[src/rtl/operand_loader_pkg.sv]
// Shared definitions for the operand loader: FSM state encodings, default
// operand width and the debounce counter sizing helper.
package operand_loader_pkg;

  localparam int OP_W_DEF = 2;

  localparam logic [1:0] WAIT_X = 2'b00;
  localparam logic [1:0] WAIT_Y = 2'b01;
  localparam logic [1:0] READY  = 2'b10;

  // Counter must be able to hold the value DEBOUNCE_CYCLES itself.
  function automatic int debounce_cnt_w(input int cycles);
    return (cycles < 1) ? 1 : $clog2(cycles + 1);
  endfunction

endpackage

[src/rtl/btn_debounce.sv]
// Push-button conditioning: 2-flop synchroniser, optional debounce filter
// (OPERAND_LOADER_DEBOUNCE_EN) and a one-cycle press pulse on each debounced rise.
module btn_debounce
  import operand_loader_pkg::*;
#(
  parameter int DEBOUNCE_CYCLES = 500000
) (
  input  logic clk,
  input  logic rst,
  input  logic btn,
  output logic press
);

  logic sync0_q, sync1_q;
  logic stable_q, stable_d;
  logic press_q, press_d;

  if (DEBOUNCE_CYCLES < 1) begin : g_bad_cycles
    $error("btn_debounce: DEBOUNCE_CYCLES must be >= 1");
  end

`ifdef OPERAND_LOADER_DEBOUNCE_EN
  localparam int               CNT_W   = debounce_cnt_w(DEBOUNCE_CYCLES);
  localparam logic [CNT_W-1:0] CNT_MAX = CNT_W'(DEBOUNCE_CYCLES);

  logic [CNT_W-1:0] cnt_q, cnt_d;

  // Any return to the stable level restarts the count, so bounces never accumulate.
  always_comb begin
    stable_d = stable_q;
    cnt_d    = '0;
    if (sync1_q != stable_q) begin
      if (cnt_q == CNT_MAX) stable_d = sync1_q;
      else                  cnt_d    = cnt_q + 1'b1;
    end
  end

  always_ff @(posedge clk) begin
    if (rst) cnt_q <= '0;
    else     cnt_q <= cnt_d;
  end
`else
  assign stable_d = sync1_q;
`endif

  assign press_d = stable_d & ~stable_q;

  // NOTE: non-blocking assignments keep every flop sampling pre-edge values, which the synchroniser chain depends on.
  always_ff @(posedge clk) begin
    if (rst) begin
      sync0_q  <= 1'b0;
      sync1_q  <= 1'b0;
      stable_q <= 1'b0;
      press_q  <= 1'b0;
    end else begin
      sync0_q  <= btn;
      sync1_q  <= sync0_q;
      stable_q <= stable_d;
      press_q  <= press_d;
    end
  end

  assign press = press_q;

endmodule

[src/rtl/operand_loader.sv]
// Loads operands X then Y from one switch bank on debounced button presses.
// Debounce filter enabled by defining OPERAND_LOADER_DEBOUNCE_EN.
module operand_loader
  import operand_loader_pkg::*;
#(
  parameter int OP_W            = OP_W_DEF,
  parameter int DEBOUNCE_CYCLES = 500000
) (
  input  logic            clk,
  input  logic            rst,
  input  logic [OP_W-1:0] sw,
  input  logic            btn,
  input  logic            clear,
  output logic [OP_W-1:0] op_x,
  output logic [OP_W-1:0] op_y,
  output logic            operands_valid,
  output logic [1:0]      load_state
);

  logic            press;
  logic [1:0]      state_q, state_d;
  logic [OP_W-1:0] op_x_q, op_x_d;
  logic [OP_W-1:0] op_y_q, op_y_d;
  logic            valid_q, valid_d;

  btn_debounce #(
    .DEBOUNCE_CYCLES(DEBOUNCE_CYCLES)
  ) u_btn_debounce (
    .clk  (clk),
    .rst  (rst),
    .btn  (btn),
    .press(press)
  );

  // NOTE: every variable gets its hold value first so no path through the case infers a latch.
  always_comb begin
    state_d = state_q;
    op_x_d  = op_x_q;
    op_y_d  = op_y_q;
    valid_d = valid_q;
    if (clear) begin
      state_d = WAIT_X;
      op_x_d  = '0;
      op_y_d  = '0;
      valid_d = 1'b0;
    end else begin
      case (state_q)
        WAIT_X: if (press) begin
          op_x_d  = sw;
          state_d = WAIT_Y;
        end
        WAIT_Y: if (press) begin
          op_y_d  = sw;
          valid_d = 1'b1;
          state_d = READY;
        end
        READY: if (press) begin
          op_x_d  = sw;
          valid_d = 1'b0;
          state_d = WAIT_Y;
        end
        default: begin
          state_d = WAIT_X;
          op_x_d  = '0;
          op_y_d  = '0;
          valid_d = 1'b0;
        end
      endcase
    end
  end

  always_ff @(posedge clk) begin
    if (rst) begin
      state_q <= WAIT_X;
      op_x_q  <= '0;
      op_y_q  <= '0;
      valid_q <= 1'b0;
    end else begin
      state_q <= state_d;
      op_x_q  <= op_x_d;
      op_y_q  <= op_y_d;
      valid_q <= valid_d;
    end
  end

  assign op_x           = op_x_q;
  assign op_y           = op_y_q;
  assign operands_valid = valid_q;
  assign load_state     = state_q;

endmodule

[config.mk]
export PLATFORM = sky130hd
export DESIGN_NAME = operand_loader
export DESIGN_NICKNAME = d
export VERILOG_FILES = /design/src/rtl/operand_loader_pkg.sv /design/src/rtl/btn_debounce.sv /design/src/rtl/operand_loader.sv
export SDC_FILE = /design/constraint.sdc
export NUM_CORES = 1
export LEC_CHECK = 0
export CORE_AREA = 2 2 39 41
export DETAILED_ROUTE_END_ITERATION = 10
export DIE_AREA = 0 0 41 43
export MAX_ROUTING_LAYER = met4
export PLACE_DENSITY_LB_ADDON = 0.08
export SKIP_CTS_REPAIR_TIMING = 1
export SYNTH_ARGS = -nofsm -noshare
export SYNTH_HDL_FRONTEND = slang
export SYNTH_SLANG_ARGS = --single-unit
export TNS_END_PERCENT = 50
[constraint.sdc]
create_clock -name clk -period 3.3 [get_ports clk]
set_input_delay 0.66 -clock clk [delete_from_list [all_inputs] [get_ports clk]]
set_output_delay 0.66 -clock clk [all_outputs]
set_load 0.02 [all_outputs]
==> summary.md, run 1 <==
| Metric | Value |
|---|---|
| F_max | `443.7 MHz` |
| RR Startpoint | `load_state[0]$_SDFFE_PP0P_` |
| Crit path max fanout | `17` |
| Worst-margin pin slew | `0.4976 ns` |
| CTS H-tree lvls | `1` |
| WL final | `958 um` |
| Max_cap viols | `0` |
| Ys flop type | `dfxtp_1` |
| Util after Layout | `44.03%` |
| Vias per std cell | `5.189` |
| Drt wl/cell | `12.95 um` |
| Syn Area/Cell | `10.18 um2` |
| Vias in the first global route | `362` |
| Flop pwr share | `56.4%` |
| Psw | `0.00005294 W` |
| R2R cell count | `2` |
| Hold Path Stages | `1` |
| R2R Path End | `op_x[1]$_SDFFE_PP0P_` |
| Skew-Pair Late Insertion Delay | `0.27 ns` |
| Fin nets | `65` |
| Startpoint types | `flip-flop` |
| Overflow after GRT | `0` |
| Clock share of power | `37.9%` |
| R2r setup slk | `1.98 ns` |
| Initial Util | `33.09%` |
| Placed cell areas | `583.1 um2` |
| Worst hold start | `u_btn_debounce.stable_q$_SDFF_PP0_` |
| RSZ-0062 raised after global routing | `false` |
| Die Height | `43 um` |
| FILL cells | `136` |
| Outcome | `finished, final reports clean` |
| Synth Net Count | `51` |
| Vias | `384` |
| Post-Synthesis Cell Area | `457.9 um2` |
| Clk Tree Root Cell | `clkbuf_4` |
| HP Class | `flip-flop to flip-flop` |
| Antenna-violating nets left | `0` |
| Critical path buffers and inverters | `1` |
| CTS Buf Count | `3` |
| Share of cells above drive strength 1 | `12.07%` |
| Clock transition at the registers of the reported paths | `0.06 ns` |
| Clock sink count | `11` |
| Footprint of the multi-input gates | `215.2 um2` |
| Yosys warning count | `0` |
| Clk buf depth | `2` |
| Synth-to-layout area growth | `33.06%` |
| Initial antenna violation count | `0` |
| Internal Power | `0.0001902 W` |
| First-pass GRT wire length | `1587 um` |
| Post-DP HPWL | `673.8 um` |
| Largest net degree at the start of global routing | `18` |
| Final worst path period share | `68.30%` |
| Number of synthesized flops with an enable pin | `0` |
| Die ar. | `1763 um2` |
| Post-Layout Inst Area | `609.3 um2` |
| Comb pwr share | `5.7%` |
| Yosys reg bits | `11` |
| CP max-delay cell | `clkdlybuf4s50_1` |
| Fin crit period | `2.254 ns` |
| Register area share after synthesis | `48.09%` |
| I/O pin count | `13` |
| DP Worst Slack | `1.340 ns` |
| Synth cell types | `20` |
| Delay-heaviest family, CP | `buffers and inverters` |
| Worst VDD drop | `0.0001678 V` |
| Worst rel slew slack | `66.78%` |
| Residual DRC | `0` |
| Sequential standard cell area | `220.2 um2` |
| Final Max Slew Viols | `0` |
| Die width | `41 um` |
| Asr flop ratio synth | `0%` |
| Hold path endpoint | `u_btn_debounce.press$_SDFF_PP0_` |
| RePlAce Congestion | `0.7047` |
| DRT iter0 DRCs | `6` |
| PwrDens | `399.1 nW/um2` |
| Leakage | `0.1907 nW` |
| Endpoints failing hold | `0` |
| Setup Skew | `0.007835 ns` |
| Placeable core area | `1384 um2` |
| Worst EP required | `2.64 ns` |
| Sw Share | `21.77%` |
| First-pass iteration count of the detailed router | `3` |
| Minimum hold slack | `0.3860 ns` |
| Row count | `14` |
| Total Routing Usage GR | `14.18%` |
| CP Capture Type | `primary output` |
| Setup TNS | `0 ns` |
| ANT cells | `0` |
| Port Buf Inserts | `12` |
| CTS tree | `done` |
| Critical path, cell by cell | `clkdlybuf4s50_1` |
| Critical path arrival | `1.59 ns` |
| Critical Setup Path Class | `flip-flop to primary output` |
| Largest stage delay, worst path | `0.70 ns` |
| Worst setup margin | `1.046 ns` |
| Synth Instances | `45` |
| Final setup violation count | `0` |
## routing by layer
layer	up-vias	GRT usage (%)	part of all wire [%]
li1	189	-	-
met1	181	16.72	44
met2	12	19.38	50
met3	2	4.712	5.1
met4	0	10.00	0.84
met5	-	-	0
## sequential cells by signal, indices dropped and copies added (netlist names)
name	count
u_btn_debounce.press	1
op_x	2
op_y	2
operands_valid	1
u_btn_debounce.sync0_q	1
load_state	2
u_btn_debounce.stable_d	1
u_btn_debounce.stable_q	1
## cell usage after synthesis (2+ instances only)
| cell type | number | area (um2) |
|---|---|---|
| dfxtp_1 | 11 | 220.2 |
| nor2b_1 | 4 | 25.02 |
| a21oi_1 | 3 | 15.01 |
| nand2b_1 | 3 | 18.77 |
| o32ai_1 | 3 | 26.28 |
| a21bo_2 | 2 | 20.02 |
| a221oi_1 | 2 | 17.52 |
| buf_2 | 2 | 10.01 |
| inv_1 | 2 | 7.510 |
| nand3_1 | 2 | 10.01 |
| or3b_1 | 2 | 17.52 |
## kinds of logic (layout without fill, tap and decap cells)
kind of cell	Yosys count	count (layout)	share of synthesized area (%)
AND/OR/NAND/NOR	17	17	25.14
flip-flops	11	11	48.09
AO/OA/AOI/OAI	10	10	17.21
buffers and inverters	5	18	4.918
multiplexers	2	2	4.645
## area by class of cell
type                            instances  share of cell area [%]
Clock buffer                            4                   4.312
Inverter                                2                   1.232
Multi-Input combinational cell         29                   35.32
Sequential cell                        11                   36.14
Tap cell                               16                   3.285
Timing Repair Buffer                   12                   19.71
## placed cells by master, fill, tap and decap left out
cell / instances
nor2b_1: 4
inv_1: 2
or3b_2: 1
a221oi_1: 2
mux2i_1: 1
clkdlybuf4s50_1: 12
nand3_1: 2
a21bo_2: 2
or4b_1: 1
clkbuf_4: 3
or3b_1: 2
clkbuf_1: 1
a21oi_1: 3
nand2b_1: 3
nand3b_1: 1
or2_1: 1
mux2_2: 1
nand2_1: 1
o32ai_1: 3
dfxtp_1: 11
or4_1: 1
## how the worst max path moves through the flow
| stage | from | end | slack [ns] | cells after the start |
|---|---|---|---|---|
| floorplan | clear | op_x[1]$_SDFFE_PP0P_ | 1.95 | 2 |
| CTS | load_state[0]$_SDFFE_PP0P_ | load_state[0] | 1.04 | 1 |
| detailed placement | load_state[0]$_SDFFE_PP0P_ | load_state[0] | 1.34 | 1 |
| finish | load_state[0]$_SDFFE_PP0P_ | load_state[0] | 1.05 | 1 |
| global placement | load_state[0]$_SDFFE_PP0P_ | load_state[0] | 1.36 | 1 |
| global route | load_state[0]$_SDFFE_PP0P_ | load_state[0] | 0.96 | 1 |
## power by group through the flow
stage	clock network [W]	logic, W	registers (W)
after global routing	0.000103	0.0000151	0.000137
final	0.0000922	0.0000139	0.000137
after floorplan	0	0.00000622	0.000139
after CTS	0.0000968	0.0000141	0.000137
after detailed placement	0	0.0000140	0.000140
after global placement	0	0.0000135	0.000140
## per-stage QoR
| step | std cells | total power [W] |
|---|---|---|
| finish | 74 | 0.0002432 |
| global route | 74 | 0.0002557 |
| CTS | 74 | 0.0002479 |
| detailed placement | 70 | 0.0001542 |
| global placement | 70 | 0.0001535 |
| floorplan | 45 | 0.0001453 |
(Power assumes the default switching activity.)
==> inputs of run 2 (changes only) <==
==> constraint.sdc (replaced) <==
create_clock -name clk -period 1.9 [get_ports clk]
set_input_delay 0.38 -clock clk [delete_from_list [all_inputs] [get_ports clk]]
set_output_delay 0.38 -clock clk [all_outputs]
set_load 0.02 [all_outputs]
==> summary.md, run 2 (same netlist as run 1, synthesis figures left out) <==
| Metric | Value |
|---|---|
| Initial Util | `33.09% (unchanged)` |
| Worst rel slew slack | `72.39% (was 66.78%)` |
| Crit path max fanout | `9 (was 17)` |
| RR Startpoint | `load_state[0]$_SDFFE_PP0P_ (unchanged)` |
| ANT cells | `0 (unchanged)` |
| CTS tree | `done (unchanged)` |
| RePlAce Congestion | `0.6680 (was 0.7047)` |
| CP Capture Type | `primary output (unchanged)` |
| First-pass iteration count of the detailed router | `2 (was 3)` |
| Die ar. | `1763 um2 (unchanged)` |
| CTS Buf Count | `3 (unchanged)` |
| DRT iter0 DRCs | `4 (was 6)` |
| Comb pwr share | `5.9% (was 5.7%)` |
| Final setup violation count | `0 (unchanged)` |
| Vias in the first global route | `353 (was 362)` |
| R2R cell count | `3 (was 2)` |
| Leakage | `0.1962 nW (was 0.1907 nW)` |
| Fin crit period | `1.802 ns` |
| Overflow after GRT | `0 (unchanged)` |
| Hold Path Stages | `1 (unchanged)` |
| Drt wl/cell | `11.76 um (was 12.95 um)` |
| First-pass GRT wire length | `1593 um (was 1587 um)` |
| Vias per std cell | `4.973 (was 5.189)` |
| Clock transition at the registers of the reported paths | `0.07 ns (was 0.06 ns)` |
| Total Routing Usage GR | `14.18% (unchanged)` |
| Clock share of power | `38.2% (was 37.9%)` |
| Crit path from | `load_state[1]$_SDFFE_PP0P_ (was load_state[0]$_SDFFE_PP0P_)` |
| Synth-to-layout area growth | `34.70% (was 33.06%)` |
| Clock sink count | `11 (unchanged)` |
| Clk Tree Root Cell | `clkbuf_4 (unchanged)` |
| R2R Path End | `operands_valid$_SDFFE_PP0P_ (was op_x[1]$_SDFFE_PP0P_)` |
| Startpoint types | `flip-flop (unchanged)` |
| Worst VDD drop | `0.0002869 V (was 0.0001678 V)` |
| Final total power | `0.0004236 W (was 0.0002432 W)` |
| Die width | `41 um (unchanged)` |
| Worst-margin pin slew | `0.4136 ns (was 0.4976 ns)` |
| F_max | `554.9 MHz` |
| Critical path arrival | `1.42 ns (was 1.59 ns)` |
| Row count | `14 (unchanged)` |
| Max_cap viols | `0 (unchanged)` |
| Residual DRC | `0 (unchanged)` |
| Setup Skew | `0.002004 ns (was 0.007835 ns)` |
| Critical path, cell by cell | `clkdlybuf4s50_1 (unchanged)` |
| Port Buf Inserts | `12 (unchanged)` |
| HP Class | `flip-flop to flip-flop (unchanged)` |
| I/O pin count | `13 (unchanged)` |
| CP max-delay cell | `clkdlybuf4s50_1 (unchanged)` |
| Psw | `0.00009281 W (was 0.00005294 W)` |
| Largest stage delay, worst path | `0.66 ns (was 0.70 ns)` |
| Critical path buffers and inverters | `1 (unchanged)` |
| Final worst path period share | `94.85%` |
| Delay-heaviest family, CP | `buffers and inverters (unchanged)` |
| Share of cells above drive strength 1 | `13.56% (was 12.07%)` |
| WL final | `882 um (was 958 um)` |
| Most common cell after layout, fill and taps aside | `clkdlybuf4s50_1 (unchanged)` |
| Hold path endpoint | `u_btn_debounce.press$_SDFF_PP0_ (unchanged)` |
| Worst EP required | `1.52 ns (was 2.64 ns)` |
| CTS H-tree lvls | `1 (unchanged)` |
| Endpoints failing hold | `0 (unchanged)` |
| Vias | `373 (was 384)` |
| Placeable core area | `1384 um2 (unchanged)` |
| Antenna-violating nets left | `0 (unchanged)` |
| R2r setup slk | `0.66 ns (was 1.98 ns)` |
| Fin nets | `66 (was 65)` |
| Flop pwr share | `55.9% (was 56.4%)` |
| Clk buf depth | `2 (unchanged)` |
| Most frequent cells in the layout | `clkdlybuf4s50_1, dfxtp_1, nor2b_1 (unchanged)` |
| Outcome | `finished, final reports clean (unchanged)` |
| Sw Share | `21.91% (was 21.77%)` |
| Largest net degree at the start of global routing | `17 (was 18)` |
| Final Max Slew Viols | `0 (unchanged)` |
| Initial antenna violation count | `0 (unchanged)` |
| Critical Setup Path Class | `flip-flop to primary output (unchanged)` |
| Skew-Pair Late Insertion Delay | `0.27 ns (about the same)` |
| Internal Power | `0.0003308 W (was 0.0001902 W)` |
| Die Height | `43 um (unchanged)` |
| Worst hold start | `u_btn_debounce.stable_q$_SDFF_PP0_ (unchanged)` |
| PwrDens | `686.8 nW/um2 (was 399.1 nW/um2)` |
| Setup TNS | `0 ns (unchanged)` |
| RSZ-0062 raised after global routing | `false (unchanged)` |
## run 2: metrics by stage
step	instance area (um2)	utilization (%)	hold slack, ns	cells	setup slack, ns
final	616.8	44.57	0.3836	75	0.09776
after global routing	616.8	44.57	0.4004	75	0.04035
after CTS	616.8	44.57	0.3819	75	0.1004
after detailed placement	590.6	42.68	0.3725	71	0.2662
after global placement	590.6	42.68	0.3727	71	0.3022
after floorplan	457.9	-	0.3674	45	0.6664
## run 2: area by class of cell
type | count | area [um2]
timing repair buffer | 13 | 127.6
clock buffer | 4 | 26.28
multi-input combinational | 29 | 215.2
sequential | 11 | 220.2
inverter | 2 | 7.507
fill | 134 | 767.0
tap | 16 | 20.02
## run 2: routing by layer
metal	global-route usage, %	routed length, um
met5	-	0
met1	17.70	411
met2	18.44	407
met3	4.712	47
met4	10.00	16
## run 2: worst max-delay path by stage
stage	endpoint	slack (ns)	cells after the start
3_5_place_dp	op_x[0]$_SDFFE_PP0P_	0.27	3
2_1_floorplan	op_x[0]$_SDFFE_PP0P_	0.67	3
4_1_cts	load_state[1]	0.10	1
5_1_grt	load_state[1]	0.04	1
6_report	load_state[1]	0.1	1
3_3_place_gp	op_x[1]$_SDFFE_PP0P_	0.30	3
## run 2: power groups by stage
stage / clock network [W] / logic (W) / registers (W)
after CTS: 0.000165 / 0.0000251 / 0.000237
after floorplan: 0 / 0.0000108 / 0.000242
after global placement: 0 / 0.0000245 / 0.000242
final: 0.000162 / 0.0000249 / 0.000237
after global routing: 0.000178 / 0.0000277 / 0.000238
after detailed placement: 0 / 0.0000251 / 0.000242
